[config.mk]
export PLATFORM = sky130hd
export DESIGN_NAME = pwm_duty_scheduler_flat
export DESIGN_NICKNAME = d
export VERILOG_FILES = /design/src/rtl/pwm_duty_scheduler_if.sv /design/src/rtl/pwm_duty_scheduler.sv /design/src/flat_wrapper.sv
export SDC_FILE = /design/constraint.sdc
export NUM_CORES = 1
export LEC_CHECK = 0
export CORE_UTILIZATION = 49
export DETAILED_ROUTE_END_ITERATION = 6
export PLACE_DENSITY_LB_ADDON = 0.2
export SLEW_MARGIN = 20
export SYNTH_ARGS = -nofsm -noshare
export SYNTH_HDL_FRONTEND = slang
export SYNTH_SLANG_ARGS = --single-unit
[constraint.sdc]
create_clock -name clk -period 2.1 [get_ports clk]
set_clock_uncertainty 0.2 [all_clocks]
set_input_delay 0.315 -clock clk [delete_from_list [all_inputs] [get_ports clk]]
set_output_delay 0.315 -clock clk [all_outputs]
set_load 0.05 [all_outputs]
[src/rtl/pwm_duty_scheduler_if.sv]
// Request/grant and duty-output bundle between the duty requesters and the scheduler.
interface pwm_duty_scheduler_if #(
    parameter int DUTY_W = 2
);
    logic              req_a;
    logic [DUTY_W-1:0] target_a;
    logic              req_b;
    logic [DUTY_W-1:0] target_b;
    logic              grant_a;
    logic              grant_b;
    logic [DUTY_W-1:0] duty_cycle;
    logic              busy;
    logic              period_start;

    modport master (
        output req_a, target_a, req_b, target_b,
        input  grant_a, grant_b, duty_cycle, busy, period_start
    );

    modport slave (
        input  req_a, target_a, req_b, target_b,
        output grant_a, grant_b, duty_cycle, busy, period_start
    );
endinterface

[src/rtl/pwm_duty_scheduler.sv]
// Round-robin arbiter for two duty requesters that walks duty_cycle one code
// per dwell interval, stepping only on PWM period boundaries.
//
//   state | meaning
//   IDLE  | accepting requests; duty_cycle steady
//   RAMP  | stepping duty_cycle toward target_q, requests ignored
module pwm_duty_scheduler #(
    parameter int PERIOD = 10,
    parameter int DWELL  = 3,
    parameter int DUTY_W = 2
) (
    input logic clk,
    input logic reset,
    pwm_duty_scheduler_if.slave bus
);
    localparam int PCNT_W  = (PERIOD > 1) ? $clog2(PERIOD) : 1;
    localparam int DWELL_W = (DWELL > 1) ? $clog2(DWELL) : 1;
    localparam logic [PCNT_W-1:0]  PCNT_MAX  = PCNT_W'(PERIOD - 1);
    localparam logic [DWELL_W-1:0] DWELL_MAX = DWELL_W'(DWELL - 1);

    typedef enum logic {IDLE = 1'b0, RAMP = 1'b1} state_t;

    state_t             state_q, state_d;
    logic [PCNT_W-1:0]  pcnt_q, pcnt_d;
    logic [DWELL_W-1:0] dwell_q, dwell_d;
    logic [DUTY_W-1:0]  duty_q, duty_d;
    logic [DUTY_W-1:0]  target_q, target_d;
    logic               prio_b_q, prio_b_d;
    logic               grant_a_q, grant_a_d;
    logic               grant_b_q, grant_b_d;
    logic               busy_q, busy_d;
    logic               win_b;
    logic [DUTY_W-1:0]  win_tgt;
    logic [DUTY_W-1:0]  step_val;

    always_comb begin
        state_d   = state_q;
        pcnt_d    = (pcnt_q == PCNT_MAX) ? '0 : pcnt_q + 1'b1;
        dwell_d   = dwell_q;
        duty_d    = duty_q;
        target_d  = target_q;
        prio_b_d  = prio_b_q;
        grant_a_d = 1'b0;
        grant_b_d = 1'b0;
        win_b     = 1'b0;
        win_tgt   = '0;
        step_val  = duty_q;

        case (state_q)
            IDLE: begin
                // The cycle right after a grant is skipped so a requester still
                // holding req while it sees its grant is not served twice.
                if ((bus.req_a || bus.req_b) && !(grant_a_q || grant_b_q)) begin
                    win_b     = bus.req_b && (!bus.req_a || prio_b_q);
                    win_tgt   = win_b ? bus.target_b : bus.target_a;
                    grant_a_d = !win_b;
                    grant_b_d = win_b;
                    prio_b_d  = !win_b;
                    target_d  = win_tgt;
                    dwell_d   = DWELL_MAX;
                    if (win_tgt != duty_q) state_d = RAMP;
                end
            end
            RAMP: begin
                if (pcnt_q == '0) begin
                    if (dwell_q == DWELL_MAX) begin
                        step_val = (target_q > duty_q) ? duty_q + 1'b1 : duty_q - 1'b1;
                        duty_d   = step_val;
                        dwell_d  = '0;
                        if (step_val == target_q) state_d = IDLE;
                    end else begin
                        dwell_d = dwell_q + 1'b1;
                    end
                end
            end
            default: state_d = IDLE;
        endcase

        busy_d = (state_d == RAMP);
    end

    always_ff @(posedge clk or posedge reset) begin
        if (reset) begin
            state_q   <= IDLE;
            pcnt_q    <= '0;
            dwell_q   <= '0;
            duty_q    <= '0;
            target_q  <= '0;
            prio_b_q  <= 1'b0;
            grant_a_q <= 1'b0;
            grant_b_q <= 1'b0;
            busy_q    <= 1'b0;
        end else begin
            state_q   <= state_d;
            pcnt_q    <= pcnt_d;
            dwell_q   <= dwell_d;
            duty_q    <= duty_d;
            target_q  <= target_d;
            prio_b_q  <= prio_b_d;
            grant_a_q <= grant_a_d;
            grant_b_q <= grant_b_d;
            busy_q    <= busy_d;
        end
    end

    assign bus.grant_a      = grant_a_q;
    assign bus.grant_b      = grant_b_q;
    assign bus.duty_cycle   = duty_q;
    assign bus.busy         = busy_q;
    assign bus.period_start = (pcnt_q == '0);
endmodule

[src/flat_wrapper.sv]
// flat-port wrapper written by rule: the top's interface ports become plain ports
module pwm_duty_scheduler_flat 
#(
    parameter int PERIOD = 10,
    parameter int DWELL  = 3,
    parameter int DUTY_W = 2
)
  (clk, reset, bus_req_a, bus_target_a, bus_req_b, bus_target_b, bus_grant_a, bus_grant_b, bus_duty_cycle, bus_busy, bus_period_start);
  pwm_duty_scheduler_if #(.DUTY_W(DUTY_W)) bus_i ();
  input logic clk;
  input logic reset;
  input wire logic [$bits(bus_i.req_a)-1:0] bus_req_a;
  input wire logic [$bits(bus_i.target_a)-1:0] bus_target_a;
  input wire logic [$bits(bus_i.req_b)-1:0] bus_req_b;
  input wire logic [$bits(bus_i.target_b)-1:0] bus_target_b;
  output wire logic [$bits(bus_i.grant_a)-1:0] bus_grant_a;
  output wire logic [$bits(bus_i.grant_b)-1:0] bus_grant_b;
  output wire logic [$bits(bus_i.duty_cycle)-1:0] bus_duty_cycle;
  output wire logic [$bits(bus_i.busy)-1:0] bus_busy;
  output wire logic [$bits(bus_i.period_start)-1:0] bus_period_start;
  assign bus_i.req_a = bus_req_a;
  assign bus_i.target_a = bus_target_a;
  assign bus_i.req_b = bus_req_b;
  assign bus_i.target_b = bus_target_b;
  assign bus_grant_a = bus_i.grant_a;
  assign bus_grant_b = bus_i.grant_b;
  assign bus_duty_cycle = bus_i.duty_cycle;
  assign bus_busy = bus_i.busy;
  assign bus_period_start = bus_i.period_start;
  pwm_duty_scheduler #(.PERIOD(PERIOD), .DWELL(DWELL), .DUTY_W(DUTY_W)) u_core (.clk(clk), .reset(reset), .bus(bus_i));
endmodule
Word-level counts from Yosys, hierarchy flattened
Index checks and enable logic that the tools add are counted.
{"block": "totals", "regBits": 14, "input_bits": 8, "out_inout_bits": 6, "wordCells": 49}
{"block": "op_classes", "addsub": 4, "order_cmp": 1, "n_eq_ne": 6, "muxes": 17, "bitwise": 1, "reduce_logical": 12}
{"cell": "two-way mux 2 bit", "count": 5}
{"cell": "two-way mux 1 bit", "count": 9}
{"cell": "adder 2 x 1 -> 2 bit, second input constant", "count": 2}
{"cell": "adder 4 x 1 -> 4 bit, second input constant", "count": 1}
{"cell": "== test 4 bit, second input constant", "count": 1}
{"cell": "zero test 4 bit", "count": 1}
{"cell": "two-way mux 4 bit", "count": 1}
{"cell": "one-hot mux 2 bit (2 select lines)", "count": 1}
{"cell": "AND reduction 2 bit", "count": 2}
{"cell": "zero test 1 bit", "count": 3}
{"cell": "logical OR 1 bit", "count": 3}
{"cell": "AND reduction 3 bit", "count": 1}
{"cell": "== test 2 bit", "count": 1}
{"cell": "== test 2 bit, second input constant", "count": 1}
{"cell": "greater-than comparator 2 bit", "count": 1}
{"cell": "logical AND 1 bit", "count": 2}
{"cell": "inequality test 2 x 1 -> 1 bit, second input constant", "count": 1}
{"cell": "inequality test 2 bit", "count": 1}
{"cell": "inequality test 2 bit, second input constant", "count": 1}
{"cell": "one-hot mux 1 bit (2 select lines)", "count": 1}
{"cell": "subtractor 2 x 1 -> 2 bit, second input constant", "count": 1}
{"cell": "NOT 1 bit", "count": 1}

Longest topological paths before layout
{"block": "logic_depth", "ltp_word": 8, "ltp_mapped": 7, "ltp_nobuf": 7}

Worst setup path before layout
No wires, ideal clock.
{"block": "synth_timing", "path_kind": "reg2reg", "start": "register u_core.duty_q[1] (netlist: u_core.bus.duty_cycle[1])", "end": "register u_core.state_q", "setup_time_ps": 126, "arrival_time_ps": 1907, "required_time_ps": 1774, "setup_slack_ps": -133, "path_stages_with_launch": 8, "path_buffers": 0, "synth_period_minus_slack_ps": 2233, "cell_sequence": "dfrtp_1 inv_1 ha_1 nor2b_1 o21ai_0 xnor3_1 o21ai_0 o21ai_1"}
{"block": "synth_via", "elab_chain_len": 7, "elab_cells_between_ends": 12, "cone_classes": "2 x add/sub; 1 x order compare; 2 x eq/ne; 7 x mux"}
{"element": "start: declaration", "line": "pwm_duty_scheduler.sv:26", "source": "logic [DUTY_W-1:0] duty_q, duty_d;"}
{"element": "start signal: assignment", "line": "pwm_duty_scheduler.sv:97", "source": "duty_q <= duty_d;"}
{"element": "subtractor 2 x 1 -> 2 bit, or another cell as far along", "line": "pwm_duty_scheduler.sv:67", "source": "step_val = (target_q > duty_q) ? duty_q + 1'b1 : duty_q - 1'b1;"}
{"element": "two-way mux 2 bit", "line": "pwm_duty_scheduler.sv:67"}
{"element": "== test 2 bit", "line": "pwm_duty_scheduler.sv:70", "source": "if (step_val == target_q) state_d = IDLE;"}
{"element": "two-way mux 1 bit", "line": "pwm_duty_scheduler.sv:70"}
{"element": "two-way mux 1 bit", "line": "pwm_duty_scheduler.sv:66", "source": "if (dwell_q == DWELL_MAX) begin"}
{"element": "two-way mux 1 bit", "line": "pwm_duty_scheduler.sv:65", "source": "if (pcnt_q == '0) begin"}
{"element": "one-hot mux 1 bit (2 select lines) (*)", "line": "pwm_duty_scheduler.sv:49", "source": "case (state_q)"}
{"element": "net u_core.busy_d", "line": "pwm_duty_scheduler.sv:31", "source": "logic busy_q, busy_d;"}
{"element": "end signal: assignment", "line": "pwm_duty_scheduler.sv:94", "source": "state_q <= state_d;"}
{"element": "end: declaration", "line": "pwm_duty_scheduler.sv:23", "source": "state_t state_q, state_d;"}
Mark *: on every way through the listed nets, which the timed path passes. The rest lies on a longest branch.
A chain may end at the register's enable or synchronous reset.

Worst setup path in the final report
{"block": "layout_timing", "start": "register u_core.grant_a_q (netlist: u_core.bus.grant_a)", "end": "output port bus_grant_a"}
{"element": "start: declaration", "line": "pwm_duty_scheduler.sv:29", "source": "logic grant_a_q, grant_a_d;"}
{"element": "start signal: assignment", "line": "pwm_duty_scheduler.sv:100", "source": "grant_a_q <= grant_a_d;"}
{"element": "end: declaration", "line": "flat_wrapper.sv:16", "source": "output wire logic [$bits(bus_i.grant_a)-1:0] bus_grant_a;"}
No word-level cell between the ends.

==> impl_metrics.csv <==
group,metric,value,unit
clock_network,post_cts_buffers,0,
global_routing,grt_remaining_overflow,0,
floorplan,chipHeight,41.7,um
critical_path,cp-end-kind,"output pin",
finish,drive_gt1_share,20.2,%
synth,netlist.area_leader.share,45.5,%
placed_design,dpl.hpwl,1.11,mm
synth,synth_cells,75,
sta,setup_viol,0,
critical_path,rrSetupSlack,140,ps
synth,synth_top_area_cell,"dfrtp_1",
finish,fin_area,977,um^2
critical_path,cp-start-kind,"flip-flop",
finish,synthToLayoutAreaGrowth,26.8,%
job,maxCapViolations,0,
synth,synth_ff_type,"dfrtp_1",
detailed_routing,drt_iter0_drc,7,
synth,yosysSeqAreaShare,45.5,%
floorplan,core_area,1380,um^2
clock_network,tritoncts,"yes",
finish,fin_nets,105,
detailed_routing,drtPass1Iterations,4,
sta,fin_setup_tns,0,ps
clock_network,cts_resized,0,
floorplan,pin_count,14,
placed_design,gp_congestion,0.776,
detailed_routing,drt.antenna.violating_nets,0,
synth,synth.distinct_cells,29,
synth,synth_edf_count,0,
synth,netlist_top_cells_area,"dfrtp_1, nor4_4, xnor2_1, inv_1, nor2_1",
clock_network,path_clk_slew,90,ps
synth,yosys_register_bits,14,
critical_path,critPathTopFamily,"buffers and inverters",
critical_path,crit_type,"flip-flop to output pin",
sta,maxSlewHeadroom,63.7,%
sta,tightest_slew,544,ps
clock_network,cts-root-buf,"clkbuf_4",
critical_path,r2r_cells,7,
detailed_routing,vias,592,
finish,antenna_cells,0,
sta,grt_setup_unrepaired,"no",
critical_path,crit_arrival,1520,ps
synth,syn_nets,85,
critical_path,crit_path_max_incr_delay,820,ps
critical_path,path_max_fanout,2,
global_routing,grt_pass1_wl,2.57,mm
synth,avgSynthCellArea,10.3,um^2
critical_path,path_cells,"clkdlybuf4s50_1",
detailed_routing,post_drt_wl_per_cell,13.2,um
sta,hold_viol,0,
floorplan,num_rows,13,
synth,yosys_warnings,0,
floorplan,die_area,1740,um^2
clock_network,cts_buffer_depth,2,
sta,whs,159,ps
global_routing,grt_max_degree,15,
sta,slew_viol_final,0,
sta,clock.fmax,492,MHz
clock_network,numCtsBuffers,3,
power_and_ir_drop,peakVddDrop,0.637,mV
critical_path,worstReg2RegStart,"u_core.bus.duty_cycle[1]",
clock_network,clock-sinks,14,
synth,syn_area,771,um^2
hold_path,hp-class,"primary input to async pin",
clock_network,cts.htree.levels,1,
sta,period_minus_slack,2030,ps
detailed_routing,vias_per_cell,5.43,
power_and_ir_drop,leakagePower,0.448,nW
critical_path,r2r-end,"u_core.state_q",
floorplan,die_x,41.7,um
global_routing,grt_pass1_vias,594,
floorplan,start_util,55.7,%
global_routing,antenna_found_initial,0,
clock_network,insertion_delay,290,ps
power_and_ir_drop,p_per_area,1250,nW/um^2
placed_design,place_area,941,um^2
clock_network,cts_hold_buf,0,
critical_path,critPathBufInv,1,
global_routing,grt_use_total,20.0,%
placed_design,io_buffer_count,13,
synth,async_flop_share,100,%
sta,min_period_over_period,96.7,%
detailed_routing,wl,1.44,mm
status,status,"completed",
critical_path,slowest_stage,"clkdlybuf4s50_1",
critical_path,critical_path_required,1580,ps
detailed_routing,route.detailed.drc,0,
stage by stage:
| step | power, mW | worst slack, ps | cells | utilization [%] |
|---|---|---|---|---|
| floorplan | 0.854 | 32.7 | 75 | - |
| global placement | 1.01 | 78.3 | 105 | 68.1 |
| detailed placement | 1.04 | 17.0 | 105 | 68.1 |
| CTS | 1.24 | 61.5 | 109 | 70.7 |
| global route | 1.32 | 2.25 | 109 | 70.7 |
| finish | 1.22 | 68.7 | 109 | 70.7 |
metal layers:
metal	track usage, %	up-vias	wire [um]
met4	9.68	0	25
met2	31.6	10	708
li1	-	299	-
met5	0	-	0
met3	6.52	3	57
met1	24.6	280	646
power by group:
group | leakage [nW] | internal, mW | switching (mW)
Combinational | 0.263 | 0.316 | 0.284
Sequential | 0.164 | 0.339 | 0.0834
Clock | 0.0210 | 0.106 | 0.0910
worst max path at each step:
stage / start / end / depth (start not counted)
final: u_core.bus.grant_a / bus_grant_a / 1
after global routing: u_core.bus.duty_cycle[1] / u_core.state_q / 7
after CTS: u_core.bus.grant_b / bus_grant_b / 1
after detailed placement: bus_req_a / u_core.state_q / 6
after global placement: bus_req_a / u_core.state_q / 6
after floorplan: u_core.bus.duty_cycle[1] / u_core.state_q / 7
kinds of logic after synthesis:
| kind of cell | synth area share [%] |
|---|---|
| xor gates and xnor gates | 7.47 |
| and+or+nand+nor | 26.8 |
| muxes | 1.30 |
| buffers and inverters | 3.41 |
| AOI/OAI and AO/OA | 12.3 |
| DFF | 45.5 |
| adders and majority gates | 3.25 |
worst register-to-register path, stage by stage, from the launching register on:
cell	delay, ps
dfrtp_2	410
inv_1	70
ha_1	310
nor2b_1	140
o21ai_0	250
xnor3_1	260
o21ai_0	130
o21ai_1	80
cells in the mapped netlist (2+ instances only):
| library cell | number |
|---|---|
| xnor2_1 | 4 |
| dfrtp_1 | 14 |
| nor4_4 | 2 |
| nand2_1 | 6 |
| nand3_1 | 3 |
| ha_1 | 2 |
| a21oi_1 | 5 |
| nor2_1 | 7 |
| o21ai_0 | 5 |
| inv_1 | 7 |
| a31oi_1 | 2 |
final cells by class:
class	count	area (um^2)
fillers	114	405
multi-input cells	54	394
flip-flops and latches	14	352
repair buffers	15	150
clock buffers	4	36.3
inverters	7	26.3
well taps	15	18.8
state kept, by name, summed over array words and instances (netlist names):
register and cells:
u_core.dwell_q 2, u_core.bus.grant_a 1, u_core.pcnt_q 4, u_core.bus.duty_cycle 2, u_core.prio_b_q 1, u_core.target_q 2
u_core.bus.grant_b 1, u_core.state_q 1
layout by cell type, fill, tap and decap left out, types with 2 or more instances in the layout:
cell type	count
dfrtp_1	13
nor4_4	2
ha_1	2
a21oi_1	5
nand2_1	6
o21ai_0	5
buf_4	4
clkdlybuf4s50_1	10
nor2_1	7
xnor2_1	4
a31oi_1	2
nand3_1	3
clkbuf_4	3
inv_1	7
Note: power is estimated with default switching activity, not from simulation.
